**src/rtl/fb_arb_pkg.sv**
```systemverilog
// Shared types, slot map and defaults for the frame buffer arbiter.
package fb_arb_pkg;

    typedef enum logic [1:0] {IDLE, PIX_RD, PIX_WAIT, PIX_WR} clientState_t;
    typedef enum logic {PIX, ENG} grant_t;

    localparam logic [1:0] PH_DISP0 = 2'd0;
    localparam logic [1:0] PH_CLI0  = 2'd1;
    localparam logic [1:0] PH_DISP1 = 2'd2;
    localparam logic [1:0] PH_CLI1  = 2'd3;

    localparam int NUM_PIXELS_DEF = 307200;

endpackage

```
**src/rtl/pixel_merge.sv**
```systemverilog
// Replaces one 2-bit pixel inside a packed 8-pixel word.
module pixel_merge (
    input  logic [15:0] word,
    input  logic [2:0]  idx,
    input  logic [1:0]  pix,
    output logic [15:0] merged
);

    genvar gi;
    generate
        for (gi = 0; gi < 8; gi++) begin : g_pix
            assign merged[2*gi+1:2*gi] = (idx == 3'(gi)) ? pix : word[2*gi+1:2*gi];
        end
    endgenerate

endmodule

```
**src/rtl/frame_buffer_arbiter.sv**
```systemverilog
// Slot scheduler for the packed 2bpp frame buffer: two display reads per 4-cycle
// round, the other two slots shared round-robin by the pixel loader and the engine.
module frame_buffer_arbiter
    import fb_arb_pkg::*;
#(
    parameter int ADDR_W     = 16,
    parameter int DATA_W     = 16,
    parameter int NUM_PIXELS = NUM_PIXELS_DEF
) (
    input  logic              mainClk,
    input  logic              reset,
    input  logic [ADDR_W-1:0] dispAddr,
    output logic [DATA_W-1:0] dispData,
    output logic              dispValid,
    input  logic              pixReq,
    input  logic [18:0]       pixAddr,
    input  logic [1:0]        pixData,
    output logic              pixAck,
    input  logic              engReq,
    input  logic              engWrite,
    input  logic [ADDR_W-1:0] engAddr,
    input  logic [DATA_W-1:0] engWData,
    output logic              engAck,
    output logic [DATA_W-1:0] engRData,
    output logic              engRValid,
    output logic [ADDR_W-1:0] memAddr,
    output logic [DATA_W-1:0] memWData,
    output logic              memWe,
    output logic [3:0]        memMask,
    input  logic [DATA_W-1:0] memRData
);

    logic [1:0]        phase_q, phase_d;
    clientState_t      state_q, state_d;
    grant_t            lastGrant_q, lastGrant_d;
    logic [ADDR_W-1:0] pixWord_q, pixWord_d;
    logic [2:0]        pixIdx_q, pixIdx_d;
    logic [1:0]        pixVal_q, pixVal_d;
    logic [DATA_W-1:0] mergeBuf_q, mergeBuf_d;
    logic [ADDR_W-1:0] engAddr_q, engAddr_d;
    logic [DATA_W-1:0] engWData_q, engWData_d;
    logic              engWrite_q, engWrite_d;
    logic              pixAck_q, pixAck_d;
    logic              engAck_q, engAck_d;
    logic              dispValid_q, dispValid_d;
    logic              engRValid_q, engRValid_d;

    logic              disp_slot;
    logic              cli_slot;
    logic              pix_in_range;
    logic              pix_wins;
    logic [DATA_W-1:0] merged_word;

    assign disp_slot    = (phase_q == PH_DISP0) || (phase_q == PH_DISP1);
    assign cli_slot     = (phase_q == PH_CLI0) || (phase_q == PH_CLI1);
    assign pix_in_range = (32'(pixAddr) < NUM_PIXELS);

    pixel_merge u_merge (
        .word   (memRData),
        .idx    (pixIdx_q),
        .pix    (pixVal_q),
        .merged (merged_word)
    );

    always_comb begin
        phase_d     = phase_q + 2'd1;
        state_d     = state_q;
        lastGrant_d = lastGrant_q;
        pixWord_d   = pixWord_q;
        pixIdx_d    = pixIdx_q;
        pixVal_d    = pixVal_q;
        mergeBuf_d  = mergeBuf_q;
        engAddr_d   = engAddr_q;
        engWData_d  = engWData_q;
        engWrite_d  = engWrite_q;
        pixAck_d    = 1'b0;
        engAck_d    = 1'b0;
        pix_wins    = 1'b0;
        dispValid_d = disp_slot;
        engRValid_d = engAck_q && !engWrite_q;

        unique case (state_q)
            IDLE: begin
                // The owner of the next client slot is chosen during the display
                // slot before it, so the acks leave as registered pulses in that slot.
                if (disp_slot) begin
                    pix_wins = pixReq && (!engReq || (lastGrant_q == ENG));
                    if (pix_wins) begin
                        pixAck_d    = 1'b1;
                        lastGrant_d = PIX;
                        if (pix_in_range) begin
                            state_d   = PIX_RD;
                            pixWord_d = ADDR_W'(pixAddr[18:3]);
                            pixIdx_d  = pixAddr[2:0];
                            pixVal_d  = pixData;
                        end
                    end else if (engReq) begin
                        engAck_d    = 1'b1;
                        lastGrant_d = ENG;
                        engAddr_d   = engAddr;
                        engWData_d  = engWData;
                        engWrite_d  = engWrite;
                    end
                end
            end
            PIX_RD:   state_d = PIX_WAIT;
            PIX_WAIT: begin
                mergeBuf_d = merged_word;
                state_d    = PIX_WR;
            end
            PIX_WR:   state_d = IDLE;
            default:  state_d = IDLE;
        endcase
    end

    always_comb begin
        memAddr  = '0;
        memWData = '0;
        memWe    = 1'b0;
        if (disp_slot) begin
            memAddr = dispAddr;
        end else if (cli_slot) begin
            if (state_q == PIX_RD) begin
                memAddr = pixWord_q;
            end else if (state_q == PIX_WR) begin
                memAddr  = pixWord_q;
                memWData = mergeBuf_q;
                memWe    = 1'b1;
            end else if (engAck_q) begin
                memAddr  = engAddr_q;
                memWe    = engWrite_q;
                memWData = engWrite_q ? engWData_q : '0;
            end
        end
        memMask = memWe ? 4'b1111 : 4'b0000;
    end

    // Read data arrives the cycle after its slot, so it is steered straight from
    // memRData and qualified by the registered valid flags.
    assign dispValid = dispValid_q;
    assign dispData  = dispValid_q ? memRData : '0;
    assign engRValid = engRValid_q;
    assign engRData  = engRValid_q ? memRData : '0;
    assign pixAck    = pixAck_q;
    assign engAck    = engAck_q;

    always_ff @(posedge mainClk or posedge reset) begin
        if (reset) begin
            phase_q     <= PH_DISP0;
            state_q     <= IDLE;
            lastGrant_q <= ENG;
            pixWord_q   <= '0;
            pixIdx_q    <= '0;
            pixVal_q    <= '0;
            mergeBuf_q  <= '0;
            engAddr_q   <= '0;
            engWData_q  <= '0;
            engWrite_q  <= 1'b0;
            pixAck_q    <= 1'b0;
            engAck_q    <= 1'b0;
            dispValid_q <= 1'b0;
            engRValid_q <= 1'b0;
        end else begin
            phase_q     <= phase_d;
            state_q     <= state_d;
            lastGrant_q <= lastGrant_d;
            pixWord_q   <= pixWord_d;
            pixIdx_q    <= pixIdx_d;
            pixVal_q    <= pixVal_d;
            mergeBuf_q  <= mergeBuf_d;
            engAddr_q   <= engAddr_d;
            engWData_q  <= engWData_d;
            engWrite_q  <= engWrite_d;
            pixAck_q    <= pixAck_d;
            engAck_q    <= engAck_d;
            dispValid_q <= dispValid_d;
            engRValid_q <= engRValid_d;
        end
    end

endmodule

```
**config.mk**
```make
export PLATFORM = sky130hd
export DESIGN_NAME = frame_buffer_arbiter
export DESIGN_NICKNAME = d
export VERILOG_FILES = /design/src/rtl/fb_arb_pkg.sv /design/src/rtl/pixel_merge.sv /design/src/rtl/frame_buffer_arbiter.sv
export SDC_FILE = /design/constraint.sdc
export NUM_CORES = 1
export LEC_CHECK = 0
export ABC_AREA = 1
export BUFFER_PORTS_ARGS = -buffer_cell sky130_fd_sc_hd__buf_2
export CAP_MARGIN = 0
export CORE_ASPECT_RATIO = 0.8
export CORE_MARGIN = 1.5
export CORE_UTILIZATION = 45
export CTS_CLUSTER_DIAMETER = 200
export DETAILED_ROUTE_END_ITERATION = 16
export GPL_ROUTABILITY_DRIVEN = 0
export HOLD_SLACK_MARGIN = 0.15
export MAX_ROUTING_LAYER = met4
export PLACE_DENSITY = 0.77
export RECOVER_POWER = 25
export SLEW_MARGIN = 10
export SYNTH_ARGS = -nofsm -noshare
export SYNTH_HDL_FRONTEND = slang
export SYNTH_HIERARCHICAL = 1
export SYNTH_SLANG_ARGS = --single-unit
```
**constraint.sdc**
```tcl
create_clock -name mainClk -period 2.3 [get_ports mainClk]
set_input_delay 0.345 -clock mainClk [delete_from_list [all_inputs] [get_ports mainClk]]
set_output_delay 0.345 -clock mainClk [all_outputs]
set_load 0.01 [all_outputs]
```
==> results of run 1 <==
[critical path, delay by kind of cell (launching register included)]
kind,cells,cell delay [ns]
simple gates,2,0.51
flops,1,0.36
compound gates,2,0.24
fa+ha+maj,1,0.23
buf+inv,2,0.22
[power by group through the flow]
stage / sequential, mW / combinational, mW / clock [mW]
5_1_grt: 2.58 / 3.25 / 1.42
3_5_place_dp: 2.50 / 2.63 / 0
3_3_place_gp: 2.47 / 2.54 / 0
6_report: 2.50 / 2.88 / 1.34
2_1_floorplan: 2.27 / 1.99 / 0
4_1_cts: 2.49 / 2.67 / 1.37
[registers in the layout (all words and copies together) (netlist names)]
signal / count
mergeBuf_q: 16
lastGrant_q: 1
state_q: 2
engWData_q: 16
engWrite_q: 1
pixWord_q: 16
pixVal_q: 2
phase_q: 2
engAck: 1
dispValid: 1
pixAck: 1
engRValid: 1
engAddr_q: 16
pixIdx_q: 3
[Yosys cell counts (all sizes together)]
cell | instances | share of area
buf | 25 | 0.034
clkbuf | 20 | 0.017
a21oi | 29 | 0.041
nand3 | 31 | 0.036
nor3 | 1 | 0.0011
o21ai | 19 | 0.022
dfrtp | 78 | 0.43
nor2 | 13 | 0.013
clkinv | 2 | 0.0017
nand2 | 331 | 0.28
or2 | 1 | 0.0014
inv | 54 | 0.045
o211ai | 4 | 0.0067
nand4 | 31 | 0.043
dfstp | 1 | 0.0058
ha | 8 | 0.022
[routing by layer]
| metal | vias to the layer above | part of all wire | global-route usage |
|---|---|---|---|
| met2 | 179 | 0.46 | 0.370 |
| met1 | 2135 | 0.46 | 0.336 |
| met3 | 18 | 0.065 | 0.0412 |
| li1 | 2325 | - | - |
| met4 | 0 | 0.017 | 0.0761 |
| met5 | - | 0 | - |
[repair_timing]
item	4_1_cts	5_1_grt
resized for setup	7	20
buffers inserted	1	8
pin swaps	1	3
gates cloned	0	1
hold buffers	1	0
endpoints found under the hold margin	46	0
setup endpoints to repair	37	37
[worst paths after layout]
check                                       to  cells after the start
worst min register to register       engRValid                      1
min in group asynchronous         engAddr_q[2]                      4
worst max-delay path               memWData[4]                      7
max in group asynchronous        engWData_q[4]                      4
worst min-delay path              engAddr_q[0]                      3
worst max register to register  engWData_q[15]                      9
[area by class of cell]
cell class | instances | area, um2
Fill cell | 878 | 3890
Inverter | 56 | 219
Clock buffer | 9 | 225
Sequential cell | 79 | 1980
Timing Repair Buffer | 185 | 1010
Clock inverter | 7 | 55.1
Tap cell | 136 | 170
Multi-Input combinational cell | 469 | 2140
[cells by family after synthesis]
| family | count (synthesis) | share of synthesized area |
|---|---|---|
| AND/OR/NAND/NOR | 408 | 0.371 |
| AO/OA/AOI/OAI | 52 | 0.0693 |
| flip-flops | 79 | 0.440 |
| buffers and inverters | 101 | 0.0979 |
| adder cells (fa/ha/maj) | 8 | 0.0223 |
[stage by stage]
stage / instances / total power [mW] / instance area, um2 / util / hold slack [ns]
3_3_place_gp: 914 / 5.01 / 5360 / 0.553 / 0.444
3_5_place_dp: 914 / 5.13 / 5360 / 0.553 / 0.445
4_1_cts: 932 / 6.53 / 5670 / 0.585 / 0.193
2_1_floorplan: 648 / 4.26 / 4500 / - / 0.422
6_report: 941 / 6.72 / 5800 / 0.598 / 0.204
5_1_grt: 941 / 7.25 / 5800 / 0.598 / 0.209
==> results by group, run 1 <==
Critical path
  • Crit Path Category: flip-flop to primary output
  • Crit-path max cell delay: approximately 0.36 ns
  • Data required, critical path: 1.96 ns
  • Crit-path cells: inv_1 > ha_1 > nor2_4 > o21ai_4 > or2_4 > a21oi_2 > buf_2
  • Reg2reg setup slack: 0.21 ns
  • Crit. Startpoint: phase_q[0]
  • CP Launch Type: flip-flop
  • Slowest CP cell: dfrtp_1
  • R2R Path Start: state_q[0]
  • Worst path arrival time: ~1.9 ns
  • CP Max Fanout: 8
  • Endpoint type of the worst setup path: primary output

Logic synthesis
  • Mapped Cells: 648
  • Cell Area, Synth: ~0.0045 mm2
  • Post-Syn Nets: around 750
  • Cell variety after synth: 26
  • Syn Area/Cell: roughly 6.9 um2
  • Flop and latch count out of synthesis: 79
  • Synth Warn #: 6
  • Sequential cell area fraction in the yosys report: 0.440

Detailed routing
  • DR vias/cell: approximately 5
  • ANT nets after route: 0
  • 1st-iter DRT viols: between 400 and 500
  • Vias after detailed routing: 4,657
  • Avg WL per Cell: ~14 um
  • Total wire length: about 13,000 um
  • Pre-antenna DRT Iters: 5
  • Post-route DRC: 0

Power
  • Worst VDD drop: just under 0.0007 V
  • Power density over cell area: about 1200 mW/mm2
  • Clk network pwr share: 0.199
  • Switching part of the total power: 0.424
  • Leakage: 3.41 nW
  • Int Power: slightly below 4 mW
  • Comb power frac: 0.428
  • Net load switching power: 2.85 mW
  • Sequential group share of total power: 0.372

Outcome
  • Status: complete, no violations

Finish
  • Share of post-route cells with drive strength above 1: 0.288
  • Most common library cell in the layout ignoring fill and taps: nand2_1
  • N_diodes: 0
  • Layout area overhead: 28.9%
  • Nets: about 900
  • Commonest non-fill, non-tap cells in the layout: 331 x nand2_1, 161 x buf_2, 78 x dfrtp_1

Timing
  • Fin Clk Skew: roughly 0.01 ns
  • Final Hold Fails: 0
  • Fmax: ~440 MHz
  • Relative slew margins: 0.281
  • Actual slew at the worst max-slew pin: roughly 1.1 ns
  • Final Max Tran Viols: 0
  • Final setup fails: 0
  • Fin crit period: 2.25 ns
  • Final period utilization: 0.979
  • Final worst slack: about 0.047 ns
  • Setup TNS: 0 ns
  • Unrepaired setup endpoints after global routing: yes

GRT
  • Largest net degree at the start of global routing: 80
  • Global-route wire length before repair: 19,700 um
  • Initial antenna violation count: 0
  • Vias in the first global route: between 4k and 5k
  • GRT Overall Usage: 0.244
  • GR Overflow Total: 0

CTS
  • H-Tree Depth: 3
  • Clock-pin slew on the worst setup and hold paths: ~0.070 ns
  • CTS sink cnt: 79
  • CTS Buf Count: 9
  • Root buf cell: clkbuf_16
  • Max Root-Sink Buffers: 2
  • CTS tree: done
  • Worst skew pair latency: about 0.33 ns

Die
  • Num ports: between 150 and 200
  • Starting Density: 0.464
  • Die height: ~92 um
  • Full die area: ~0.011 mm2
  • Core area: approximately 0.0097 mm2
  • Die width: 115 um
  • Rows: 32

Placement
  • PortBufs: 162
  • Pre-CTS setup slack: ~0.12 ns
  • HPWL after DPL: between 9000 and 10,000 um

Job
  • Number of max-cap violations: 0

Min path
  • Path type of the worst min-delay path: input port to flip-flop
  • HP Start: engAddr[0]
(Power assumes the default switching activity.)
==> inputs of run 2 (changes only) <==
--- a/config.mk
+++ b/config.mk
@@ -10,13 +10,13 @@
 export CAP_MARGIN = 0
 export CORE_ASPECT_RATIO = 0.8
 export CORE_MARGIN = 1.5
-export CORE_UTILIZATION = 45
+export CORE_UTILIZATION = 54
 export CTS_CLUSTER_DIAMETER = 200
 export DETAILED_ROUTE_END_ITERATION = 16
 export GPL_ROUTABILITY_DRIVEN = 0
 export HOLD_SLACK_MARGIN = 0.15
 export MAX_ROUTING_LAYER = met4
-export PLACE_DENSITY = 0.77
+export PLACE_DENSITY = 0.86
 export RECOVER_POWER = 25
 export SLEW_MARGIN = 10
 export SYNTH_ARGS = -nofsm -noshare
==> constraint.sdc (replaced) <==
create_clock -name mainClk -period 2.93 [get_ports mainClk]
set_input_delay 0.4395 -clock mainClk [delete_from_list [all_inputs] [get_ports mainClk]]
set_output_delay 0.4395 -clock mainClk [all_outputs]
set_load 0.01 [all_outputs]
==> run 2 against run 1 <==
Compared with the run above:
- the run now ends with max-capacitance violations, max-slew violations left
- flip-flop and latch count is the same
- sequential share of layout area grew 2.0 points
- register-to-register slack gained 0.51 ns
- worst setup slack gained 0.14 ns
- count of clock-buffer cells in the layout is the same
- combinational power shrank 27%
- utilization grew 8.5 points
- sequential power shrank 22%
- die area shrank 16%
- cell count shrank 4.6%
- critical endpoint unchanged
- largest cell class unchanged
- largest power group unchanged
- highest routed layer unchanged
==> results by group, run 2 (same netlist as run 1, synthesis figures left out) <==
Finish
  • Most common library cell in the layout ignoring fill and taps: nand2_1
  • Fillers: 677 (-23%)
  • Finished Core Util: 0.683 (+0.0845)
  • Commonest non-fill, non-tap cells in the layout: 331 x nand2_1, 161 x buf_2, 78 x dfrtp_1
  • Layout Cells excl Fill: 898 (-4.6%)
  • Nets: 883 (-1.7%)
  • Layout area overhead: 21.8%
  • Post-route cell area: 0.00548 mm2 (-5.5%)
  • N_diodes: 0 (unchanged)
  • Share of post-route cells with drive strength above 1: 0.256 (-0.0325)

Timing
  • Final setup fails: 0 (unchanged)
  • Relative slew margins: -0.341 (-0.622)
  • Fin crit period: ~2.7 ns
  • Final worst slack: 0.184 ns (+0.137 ns)
  • Final period utilization: 0.937
  • Fin Clk Skew: 0.00538 ns (-0.00451 ns)
  • Final Max Tran Viols: 47 (+47)
  • Hold Slack: 0.273 ns (+0.0687 ns)
  • Final Hold Fails: 0 (unchanged)
  • Setup TNS: 0 ns (unchanged)
  • Unrepaired setup endpoints after global routing: no
  • Actual slew at the worst max-slew pin: 2.00 ns (+0.922 ns)
  • Fmax: 364 MHz

GRT
  • Largest net degree at the start of global routing: 47 (-41%)
  • Global-route wire length before repair: 20,500 um (+4.3%)
  • Vias in the first global route: 4,352 (+8.1%)
  • GRT Overall Usage: 0.298 (+0.0543)
  • Initial antenna violation count: 0 (unchanged)
  • GR Overflow Total: 0 (unchanged)

Critical path
  • Endpoint type of the worst setup path: primary output
  • Reg2reg setup slack: 0.72 ns (+0.51 ns)
  • Data required, critical path: 2.49 ns (+0.53 ns)
  • Crit Path Category: flip-flop to primary output
  • Worst r2r path cells: 8 (-1)
  • CP Launch Type: flip-flop
  • R2R Path Start: phase_q[0]
  • CP Max Fanout: 16 (+8)
  • RR Endpoint: pixWord_q[9]
  • Worst path arrival time: 2.31 ns (+0.40 ns)

Die
  • Die width: 105 um (-8.5%)
  • Starting Density: 0.561 (+0.0967)
  • Rows: 29 (-9.4%)
  • Num ports: 163 (unchanged)
  • Die height: 84.6 um (-8.4%)
  • Core area: 0.00802 mm2 (-17%)
  • Full die area: 0.00889 mm2 (-16%)

Detailed routing
  • Post-route DRC: 0 (unchanged)
  • 1st-iter DRT viols: 334 (-23%)
  • DR vias/cell: 5.30 (+7.0%)
  • Pre-antenna DRT Iters: 5 (unchanged)
  • Vias after detailed routing: 4,755 (+2.1%)
  • Total wire length: 12,700 um (-0.69%)
  • Avg WL per Cell: 14.1 um (+4.1%)
  • ANT nets after route: 0 (unchanged)

Power
  • Leakage: 3.28 nW (-3.8%)
  • Total power: 4.88 mW (-27%)
  • Power density over cell area: 892 mW/mm2 (-23%)
  • Worst VDD drop: 0.000555 V (-19%)

Min path
  • Worst hold endpoint: engAddr_q[4]
  • Path type of the worst min-delay path: input port to flip-flop
  • HP Start: engAddr[4]
  • Worst hold path stage count: 3 (unchanged)

CTS
  • CTS Buf Count: 9 (unchanged)
  • Postcts setup bufs: 0 (-1)
  • H-Tree Depth: 3 (unchanged)
  • Root buf cell: clkbuf_8
  • CTS sink cnt: 79 (unchanged)
  • CTS tree: done
  • Worst skew pair latency: 0.35 ns (+0.02 ns)
  • Max Root-Sink Buffers: 2 (unchanged)
  • Clock-pin slew on the worst setup and hold paths: 0.09 ns (+0.02 ns)

Job
  • Number of max-cap violations: 1 (+1)

Placement
  • Placed cells: 882 (-3.5%)
  • Post-place instance area: 0.00528 mm2 (-1.5%)
  • HPWL after DPL: 9390 um (+0.73%)
  • Pre-CTS setup slack: 0.471 ns (+0.352 ns)
  • PortBufs: 162 (unchanged)

Outcome
  • Status: finished, violations left
  • Failing checks: max-capacitance violations, max-slew violations
## run 2: final cells by class
cell class,count,area (um2),share of cell area
timing repair buffer,171,870,0.159
inverter,56,211,0.0386
sequential,79,1980,0.361
multi-input combinational,468,2080,0.380
tap,108,135,0.0247
clock inverter,7,78.8,0.0144
clock buffer,9,124,0.0226
## run 2: report_power, final
part / switching [mW] / internal [mW] / leakage, nW
combinational: 1.35 / 0.753 / 2.20
sequential: 0.389 / 1.57 / 0.983
clock: 0.428 / 0.402 / 0.0929
## run 2: worst max-delay path: stages (launching register included)
cell	delay [ns]
dfrtp_1	0.38
inv_1	0.09
ha_1	0.24
nor2_4	0.16
o21ai_2	0.17
or2_2	0.52
a21oi_1	0.23
buf_2	0.16
## run 2: how the worst max path moves through the flow
stage / cells past startpoint / end / start / slack [ns]
6_report: 7 / memWData[4] / phase_q[0] / 0.18
5_1_grt: 7 / memWData[0] / phase_q[0] / 0.06
4_1_cts: 6 / memWData[4] / phase_q[1] / 0.07
3_5_place_dp: 6 / memWData[4] / phase_q[1] / 0.47
3_3_place_gp: 5 / memWData[3] / phase_q[0] / 0.61
2_1_floorplan: 1 / dispValid / reset / 0.47
## run 2: routing by layer
metal	vias up	global-route usage	share of wire
li1	2290	-	-
met1	2216	0.396	0.43
met2	224	0.462	0.47
met3	25	0.0714	0.090
met4	0	0.0735	0.017
met5	-	-	0
## run 2: repair_timing
action	CTS	global route
hold buffers	0	0
gates resized for setup	0	1
setup endpoints to repair	0	16
==> inputs of run 3 (changes only) <==
--- a/config.mk
+++ b/config.mk
@@ -10,13 +10,14 @@
 export CAP_MARGIN = 0
 export CORE_ASPECT_RATIO = 0.8
 export CORE_MARGIN = 1.5
-export CORE_UTILIZATION = 54
+export CORE_UTILIZATION = 56
+export CTS_BUF_LIST = sky130_fd_sc_hd__clkbuf_4 sky130_fd_sc_hd__clkbuf_8
 export CTS_CLUSTER_DIAMETER = 200
 export DETAILED_ROUTE_END_ITERATION = 16
 export GPL_ROUTABILITY_DRIVEN = 0
 export HOLD_SLACK_MARGIN = 0.15
 export MAX_ROUTING_LAYER = met4
-export PLACE_DENSITY = 0.86
+export PLACE_DENSITY = 0.89
 export RECOVER_POWER = 25
 export SLEW_MARGIN = 10
 export SYNTH_ARGS = -nofsm -noshare
==> run 3 against run 2 <==
Compared with the run above:
- the flow now finishes without violations
- sequential power is essentially flat
- sequential share of layout area grew 0.17 points
- register-to-register slack lost 0.05 ns
- largest cell class unchanged
==> results by group, run 3 (same netlist as run 1, synthesis figures left out) <==
Timing
  • Hold Slack: 0.279 ns (+0.00588 ns)
  • Actual slew at the worst max-slew pin: 1.43 ns (-0.570 ns)
  • Setup TNS: 0 ns (unchanged)
  • Final Hold Fails: 0 (unchanged)
  • Final Max Tran Viols: 0 (-100%)
  • Fin crit period: 2.73 ns (-0.0183 ns)
  • Unrepaired setup endpoints after global routing: no
  • Fmax: 367 MHz (+0.67%)
  • Relative slew margins: 0.0409 (+0.382)
  • Final setup fails: 0 (unchanged)
  • Fin Clk Skew: 0.00436 ns (-0.00101 ns)
  • Final period utilization: 0.931 (-0.00626)

CTS
  • Worst skew pair latency: 0.35 ns (about the same)
  • Clock-pin slew on the worst setup and hold paths: 0.08 ns (about the same)
  • H-Tree Depth: 3 (unchanged)
  • Max Root-Sink Buffers: 2 (unchanged)
  • CTS sink cnt: 79 (unchanged)
  • CTS tree: done
  • Root buf cell: clkbuf_8
  • Postcts setup bufs: 0 (unchanged)
  • CTS Buf Count: 9 (unchanged)

Die
  • Core area: 0.00787 mm2 (-1.8%)
  • Rows: 29 (unchanged)
  • Full die area: 0.00858 mm2 (-3.5%)
  • Num ports: 163 (unchanged)
  • Die height: 83.2 um (-1.7%)
  • Starting Density: 0.571 (+0.0103)
  • Die width: 103 um (-1.8%)

Placement
  • PortBufs: 162 (unchanged)
  • HPWL after DPL: 9220 um (-1.9%)

Outcome
  • Status: complete, no violations

Critical path
  • CP Buf/Inv Count: 2 (unchanged)
  • Worst path arrival time: 2.29 ns (-0.02 ns)
  • Crit-path cells: inv_1 > ha_1 > nor2_4 > o21ai_2 > or2_2 > a21oi_2 > buf_2
  • Crit-path max cell delay: 0.52 ns (about the same)
  • Top delay family on crit path: simple AND/OR/NAND/NOR gates
  • Endpoint type of the worst setup path: primary output
  • Slowest CP cell: or2_2
  • Data required, critical path: 2.49 ns (about the same)
  • Crit Path Category: flip-flop to primary output
  • CP Max Fanout: 16 (unchanged)
  • CP Launch Type: flip-flop

Detailed routing
  • ANT nets after route: 0 (unchanged)
  • Post-route DRC: 0 (unchanged)
  • 1st-iter DRT viols: 368 (+10%)
  • Avg WL per Cell: 13.8 um (-2.0%)
  • Total wire length: 12,400 um (-1.8%)
  • Vias after detailed routing: 4,812 (+1.2%)
  • Pre-antenna DRT Iters: 5 (unchanged)
  • DR vias/cell: 5.35 (+1.1%)

Power
  • Net load switching power: 2.12 mW (-2.1%)
  • Switching part of the total power: 0.447 (+0.00418)
  • Clk network pwr share: 0.147 (-0.023)
  • Leakage: 3.27 nW (-0.16%)
  • Worst VDD drop: 0.000548 V (-1.2%)
  • Sequential group share of total power: 0.413 (+0.013)
  • Int Power: 2.62 mW (-3.8%)
  • Comb power frac: 0.440 (+0.010)
  • Power density over cell area: 869 mW/mm2 (-2.6%)

Finish
  • Layout area overhead: 21.2%
  • N_diodes: 0 (unchanged)
  • Commonest non-fill, non-tap cells in the layout: 331 x nand2_1, 159 x buf_2, 78 x dfrtp_1
  • Flip-flop and latch area: 0.00198 mm2 (unchanged)
  • Most common library cell in the layout ignoring fill and taps: nand2_1
  • Share of post-route cells with drive strength above 1: 0.255 (-0.000323)
  • Footprint of the multi-input gates: 0.00208 mm2 (unchanged)
  • Fillers: 666 (-1.6%)
  • Nets: 884 (+0.11%)

GRT
  • GRT Overall Usage: 0.301 (+0.00347)
  • Largest net degree at the start of global routing: 36 (-23%)
  • GR Overflow Total: 0 (unchanged)
  • Initial antenna violation count: 0 (unchanged)
  • Vias in the first global route: 4,245 (-2.5%)
  • Global-route wire length before repair: 19,600 um (-4.5%)

Job
  • Number of max-cap violations: 0 (-1)

Min path
  • Path type of the worst min-delay path: input port to flip-flop
-- run 3: cell types whose count changed in the layout (fill, tap and decap cells not counted) --
| cell | change |
|---|---|
| inv_6 | -3 |
| clkbuf_2 | +1 |
| clkinvlp_4 | -1 |
| clkinv_2 | +5 |
| dlygate4sd3_1 | +1 |
| buf_2 | -2 |
| bufinv_16 | -1 |
| buf_4 | +1 |
-- run 3: per-layer routing --
layer / GRT usage / vias up / part of all wire / wire, um
met1: 0.409 / 2258 / 0.41 / 5140
met5: - / - / 0 / 0
met4: 0.0848 / 0 / 0.015 / 183
li1: - / 2286 / - / -
met2: 0.460 / 243 / 0.49 / 6050
met3: 0.0657 / 25 / 0.085 / 1060
-- run 3: timing repair --
item	in CTS	in global routing
resized for setup	0	1
hold buffers	1	0
setup endpoints to repair	0	7
endpoints found under the hold margin	31	0
-- run 3: stage by stage --
step	worst slack (ns)	cells	area, um2	power, mW	utilization
2_1_floorplan	0.469	648	4500	3.34	-
3_3_place_gp	0.600	882	5280	3.89	0.671
3_5_place_dp	0.495	882	5280	4.01	0.671
4_1_cts	0.102	899	5460	4.72	0.693
5_1_grt	0.0633	899	5450	5.10	0.692
6_report	0.202	899	5450	4.74	0.692
-- run 3: layout make-up --
cell class | instances | area share
multi-input cells | 468 | 0.381
well taps | 108 | 0.0248
flip-flops and latches | 79 | 0.363
inverters | 56 | 0.0388
repair buffers | 172 | 0.162
clock inverters | 7 | 0.00735
clock buffers | 9 | 0.0227
-- run 3: final timing paths --
check	start	to	slack, ns	cells past startpoint
max	phase_q[0]	memWData[7]	0.20	7
min	engAddr[5]	engAddr_q[5]	0.28	3
max reg2reg	phase_q[0]	pixWord_q[8]	0.67	8
min reg2reg	engWrite_q	engRValid	0.46	1
max in group asynchronous	reset	engRValid	0.90	4
min in group asynchronous	reset	engWData_q[9]	0.93	3
-- run 3: power groups by stage --
stage | clock network (mW) | logic, mW | registers, mW
2_1_floorplan | 0 | 1.56 | 1.78
3_3_place_gp | 0 | 1.97 | 1.92
3_5_place_dp | 0 | 2.07 | 1.95
4_1_cts | 0.702 | 2.08 | 1.94
5_1_grt | 0.754 | 2.34 | 2.01
6_report | 0.697 | 2.08 | 1.96
-- run 3: worst min-delay path: stages --
cell and delay (ns):
buf_2 0.08, nand2_1 0.04, nand2_1 0.04
